`config.mk`:
```
export PLATFORM = sky130hd
export DESIGN_NAME = vc_mem_copy_engine
export DESIGN_NICKNAME = d
export VERILOG_FILES = /design/src/rtl/vc_mem_copy_engine.sv
export SDC_FILE = /design/constraint.sdc
export NUM_CORES = 1
export LEC_CHECK = 0
export ABC_AREA = 1
export CAP_MARGIN = 20
export CORE_UTILIZATION = 49
export DETAILED_ROUTE_END_ITERATION = 6
export PLACE_DENSITY = 0.81
export SLEW_MARGIN = 20
export SYNTH_ARGS = -nofsm -noshare
export SYNTH_HDL_FRONTEND = slang
export SYNTH_SLANG_ARGS = --single-unit
```
`constraint.sdc`:
```
create_clock -name clk -period 1.84 [get_ports clk]
set_input_delay 0.368 -clock clk [delete_from_list [all_inputs] [get_ports clk]]
set_output_delay 0.368 -clock clk [all_outputs]
set_load 0.01 [all_outputs]
```
`src/rtl/vc_mem_copy_engine.sv`:
```
// vc_mem_copy_engine: val/rdy memory-request initiator that copies cfg_num words src -> dst.
// Message layout is {type, addr, len, data} for requests and {type, len, data} for responses.
`ifndef VC_MEM_MSGS_V
`define VC_MEM_MSGS_V
`define VC_MEM_REQ_MSG_TYPE_READ 1'd0
`define VC_MEM_REQ_MSG_TYPE_WRITE 1'd1
`define VC_MEM_RESP_MSG_TYPE_READ 1'd0
`define VC_MEM_RESP_MSG_TYPE_WRITE 1'd1
`define VC_MEM_MSG_LEN_SZ(d) $clog2((d)/8)
`define VC_MEM_REQ_MSG_SZ(a,d) (1+(a)+`VC_MEM_MSG_LEN_SZ(d)+(d))
`define VC_MEM_REQ_MSG_TYPE_FIELD(a,d) (`VC_MEM_REQ_MSG_SZ(a,d)-1)
`define VC_MEM_REQ_MSG_ADDR_FIELD(a,d) (`VC_MEM_REQ_MSG_SZ(a,d)-2):(`VC_MEM_MSG_LEN_SZ(d)+(d))
`define VC_MEM_REQ_MSG_LEN_FIELD(a,d) (`VC_MEM_MSG_LEN_SZ(d)+(d)-1):(d)
`define VC_MEM_REQ_MSG_DATA_FIELD(a,d) ((d)-1):0
`define VC_MEM_RESP_MSG_SZ(d) (1+`VC_MEM_MSG_LEN_SZ(d)+(d))
`define VC_MEM_RESP_MSG_TYPE_FIELD(d) (`VC_MEM_RESP_MSG_SZ(d)-1)
`define VC_MEM_RESP_MSG_LEN_FIELD(d) (`VC_MEM_MSG_LEN_SZ(d)+(d)-1):(d)
`define VC_MEM_RESP_MSG_DATA_FIELD(d) ((d)-1):0
`endif

module vc_mem_copy_engine #(
    parameter int p_addr_sz = 16,
    parameter int p_data_sz = 32,
    parameter int p_cnt_sz  = 16
) (
    input  logic                                            clk,
    input  logic                                            reset,
    input  logic                                            cfg_val,
    output logic                                            cfg_rdy,
    input  logic [p_addr_sz-1:0]                            cfg_src,
    input  logic [p_addr_sz-1:0]                            cfg_dst,
    input  logic [p_cnt_sz-1:0]                             cfg_num,
    output logic                                            memreq_val,
    input  logic                                            memreq_rdy,
    output logic [`VC_MEM_REQ_MSG_SZ(p_addr_sz,p_data_sz)-1:0] memreq_msg,
    input  logic                                            memresp_val,
    output logic                                            memresp_rdy,
    input  logic [`VC_MEM_RESP_MSG_SZ(p_data_sz)-1:0]       memresp_msg,
    output logic                                            busy,
    output logic                                            done,
    output logic                                            err
);
    typedef enum logic [2:0] {IDLE, RD_REQ, RD_RESP, WR_REQ, WR_RESP, DONE} state_t;

    localparam logic [p_addr_sz-1:0] STEP = p_addr_sz'(p_data_sz / 8);

    state_t               state_q;
    logic [p_addr_sz-1:0] src_q;
    logic [p_addr_sz-1:0] dst_q;
    logic [p_cnt_sz-1:0]  cnt_q;
    logic [p_data_sz-1:0] data_q;
    logic                 err_q;
    logic                 resp_type;
    logic                 unused_resp_len;

    assign resp_type       = memresp_msg[`VC_MEM_RESP_MSG_TYPE_FIELD(p_data_sz)];
    assign unused_resp_len = ^memresp_msg[`VC_MEM_RESP_MSG_LEN_FIELD(p_data_sz)];

    always_ff @(posedge clk or negedge reset) begin
        if (!reset) begin
            state_q <= IDLE;
            src_q   <= '0;
            dst_q   <= '0;
            cnt_q   <= '0;
            data_q  <= '0;
            err_q   <= 1'b0;
        end else begin
            case (state_q)
                IDLE: if (cfg_val) begin
                    src_q   <= cfg_src;
                    dst_q   <= cfg_dst;
                    cnt_q   <= cfg_num;
                    err_q   <= 1'b0;
                    state_q <= (cfg_num == '0) ? DONE : RD_REQ;
                end
                RD_REQ: if (memreq_rdy) state_q <= RD_RESP;
                RD_RESP: if (memresp_val) begin
                    data_q  <= memresp_msg[`VC_MEM_RESP_MSG_DATA_FIELD(p_data_sz)];
                    err_q   <= (resp_type != `VC_MEM_RESP_MSG_TYPE_READ);
                    state_q <= (resp_type != `VC_MEM_RESP_MSG_TYPE_READ) ? DONE : WR_REQ;
                end
                WR_REQ: if (memreq_rdy) state_q <= WR_RESP;
                WR_RESP: if (memresp_val) begin
                    if (resp_type != `VC_MEM_RESP_MSG_TYPE_WRITE) begin
                        err_q   <= 1'b1;
                        state_q <= DONE;
                    end else begin
                        src_q   <= src_q + STEP;
                        dst_q   <= dst_q + STEP;
                        cnt_q   <= cnt_q - p_cnt_sz'(1);
                        state_q <= (cnt_q == p_cnt_sz'(1)) ? DONE : RD_REQ;
                    end
                end
                DONE:    state_q <= IDLE;
                default: state_q <= IDLE;
            endcase
        end
    end

    assign cfg_rdy     = (state_q == IDLE);
    assign memreq_val  = (state_q == RD_REQ) || (state_q == WR_REQ);
    assign memresp_rdy = (state_q == RD_RESP) || (state_q == WR_RESP);
    assign busy        = (state_q != IDLE);
    assign done        = (state_q == DONE);
    assign err         = err_q;

    // Message is a pure decode of registered state, so it stays stable across request stalls.
    always_comb begin
        memreq_msg = '0;
        if (memreq_val) begin
            memreq_msg[`VC_MEM_REQ_MSG_TYPE_FIELD(p_addr_sz,p_data_sz)] =
                (state_q == WR_REQ) ? `VC_MEM_REQ_MSG_TYPE_WRITE : `VC_MEM_REQ_MSG_TYPE_READ;
            memreq_msg[`VC_MEM_REQ_MSG_ADDR_FIELD(p_addr_sz,p_data_sz)] =
                (state_q == WR_REQ) ? dst_q : src_q;
            memreq_msg[`VC_MEM_REQ_MSG_DATA_FIELD(p_addr_sz,p_data_sz)] =
                (state_q == WR_REQ) ? data_q : '0;
        end
    end
endmodule

```
==> impl_metrics.json <==
{
  "worst_clock_skew_ps": 11.4,
  "dp_hpwl_um": 10700,
  "synth_cell_type_count": 38,
  "synth-warning-count": 0,
  "grt_max_degree": 65,
  "drt_iter0_drc": 548,
  "clkSinkCount": 84,
  "post_dp_cell_area_mm2": 0.00697,
  "gp_congestion": 0.895,
  "finalHoldViolCount": 0,
  "grt_usage_pct": 27.9,
  "multi_input_area_mm2": 0.00287,
  "dr.pass1.iters": 5,
  "grt_pass1_vias": 5215,
  "avgSynthCellArea_um2": 6.92,
  "synth_ff_type": "dfrtp_1",
  "core_area_mm2": 0.0104,
  "dieArea_mm2": 0.0112,
  "synth-seq-cells": 84,
  "drc": 0,
  "layout_common_cells": "174 x nand2_1, 149 x nor2_1, 85 x clkdlybuf4s50_1, 83 x dfrtp_1, 73 x inv_1",
  "start_util_pct": 50.8,
  "grt_pass1_wl_um": 24600,
  "wl_met2_um": 7910,
  "cts_inserted_buffers": 9,
  "max_freq_mhz": 516,
  "cp_slowest_cell": "dfrtp_1",
  "antennaDiodeCount": 0,
  "synth_edf_count": 0,
  "pre_cts_slack_ps": -137,
  "avgRoutedWirePerCell_um": 15.5,
  "dr_wl_met3_um": 1220,
  "finalCriticalPeriod_ps": 1940,
  "cp.required_ps": 1470,
  "synth_compound_area_share_pct": 12.8,
  "synthMuxAreaShare_pct": 0.426,
  "antenna_left": 0,
  "clk_latency_ps": 360,
  "fin_nets": 1016,
  "synthAdderAreaFrac_pct": 0.946,
  "cp_top_family": "flip-flops",
  "synth_cells": 765,
  "cts_tree": "built",
  "clock_path_buffers": 2,
  "area_growth_pct": 39.2,
  "worstPathMaxFanout": 8,
  "post-route-cell-area_mm2": 0.00737,
  "cts-root-buf": "clkbuf_8",
  "async_flop_share_pct": 100,
  "portBuffers": 140,
  "fill_cells": 854,
  "drt-total-wl_um": 16500,
  "ir_worst_vdd_mv": 0.841,
  "mostFrequentLayoutCell": "nand2_1",
  "p_total_mw": 11.8,
  "slew_violations": 0,
  "overflow": 0,
  "vias": 5669,
  "drv_cap": 0,
  "antenna_found_initial": 0,
  "setup_ws_ps": -96.7,
  "status": "finished, violations left",
  "p_leak_nw": 3.64,
  "io-pin-count": 145,
  "grt_setup_unrepaired": "true",
  "min_path_type": "in2async",
  "cp.arrival_ps": 1570,
  "finalSetupViolations": 48,
  "die_width_um": 106,
  "power_density_mw_per_mm2": 1600,
  "seqCellArea_mm2": 0.00210,
  "synth_xor_xnor_area_share_pct": 1.82,
  "synthSimpleGateAreaFrac_pct": 34.1,
  "yosysSeqAreaShare_pct": 39.7,
  "clk_pin_slew_ps": 90,
  "die_y_um": 106,
  "finalCritPeriodShare_pct": 105,
  "synth_top_family_by_area": "simple AND/OR/NAND/NOR gates",
  "cts-htree-levels": 3,
  "top_layer": "met4",
  "rows": 37,
  "crit_path_end_kind": "output pin",
  "layout-drive-gt1-share_pct": 20.9,
  "max_stage_delay_ps": 420,
  "violations": "negative setup slack",
  "met1Wirelength_um": 6990,
  "syn_area_mm2": 0.00529,
  "viasPerCell": 5.32,
  "start_kind": "flip-flop",
  "path_class": "reg2out",
  "crit_buf_inv": 2,
  "cp_cell_sequence": "nor2_4 > buf_6 > o21ai_2 > a21oi_2 > buf_2"
}
cell usage after synthesis (3+ instances only):
cell type	number	area, um^2
nor2_1	175	657
buf_2	12	60.1
o21ai_0	36	180
inv_1	74	278
xor2_1	9	78.8
nand4_1	7	43.8
inv_2	3	11.3
buf_4	14	105
o21ai_1	20	100
nor3_1	7	35.0
o21ai_2	3	26.3
clkbuf_1	3	11.3
nand3b_1	5	37.5
dfrtp_1	84	2100
nand3_1	34	170
nor2_2	5	31.3
ha_1	4	50.1
nand2_2	5	31.3
nand2_1	174	653
and2_1	3	18.8
nand2_4	4	45.0
or2_1	3	18.8
buf_6	6	67.6
a21oi_1	56	280
registers in the layout, indices dropped and copies added, names as in the netlist:
register / cells
data_q: 32
cnt_q: 16
dst_q: 16
src_q: 16
state_q: 3
err: 1
per-layer routing:
| layer | up-vias | GRT usage [%] |
|---|---|---|
| met5 | - | 0 |
| met4 | 0 | 10.5 |
| met3 | 33 | 3.86 |
| met2 | 257 | 45.6 |
| met1 | 2659 | 37.7 |
| li1 | 2720 | - |
final cells by class:
cell class / instances / share of cell area (%)
repair buffers: 181 / 23.2
multi-input cells: 571 / 39.0
flip-flops and latches: 84 / 28.5
clock inverters: 5 / 1.15
inverters: 77 / 4.06
clock buffers: 11 / 1.78
well taps: 136 / 2.31
stage by stage:
stage	utilization (%)	TNS [ps]	hold slack [ps]	std cells
after floorplan	-	0	72.4	766
after global placement	66.9	-602	323	1037
after detailed placement	66.9	-1610	328	1037
after CTS	68.9	-5060	475	1056
after global routing	70.7	-5300	500	1065
final	70.7	-2520	474	1065
logic make-up after synthesis:
logic type                 Yosys count
xor gates and xnor gates            11
DFF                                 84
muxes                                2
other                                1
AOI/OAI and AO/OA                  124
buffers and inverters              112
adders and majority gates            4
and+or+nand+nor                    427
final timing paths:
kind	start	endpoint	slack, ps	cells past startpoint
worst max-delay path	state_q[2]$_DFFE_PN0P_	memreq_msg[40]	-100	5
worst min-delay path	reset	cnt_q[0]$_DFFE_PN0P_	470	2
worst max register to register	state_q[1]$_DFFE_PN0P_	cnt_q[11]$_DFFE_PN0P_	50	11
worst min register to register	data_q[25]$_DFFE_PN0P_	data_q[25]$_DFFE_PN0P_	520	2
max in group asynchronous	reset	data_q[29]$_DFFE_PN0P_	840	3
min in group clk	data_q[25]$_DFFE_PN0P_	data_q[25]$_DFFE_PN0P_	520	2
worst reg2reg max path, delay by kind of cell, from the launching register on:
family	cells	cell delay, ps
and+or+nand+nor	6	550
DFF	1	450
buffers and inverters	4	540
AOI/OAI and AO/OA	1	160
where the power goes:
part           internal, mW  switching (mW)
registers              2.72           0.760
logic                  2.83            3.97
clock network         0.773           0.695
total                  6.33            5.42
timing repair:
action	CTS	global route
pin swaps	1	8
gates cloned	2	6
hold buffers	1	0
gates resized for setup	137	167
setup buffers	0	3
hold endpoints to repair	26	0
setup endpoints to repair	55	80
No activity file was read; power rests on OpenSTA's default activity.
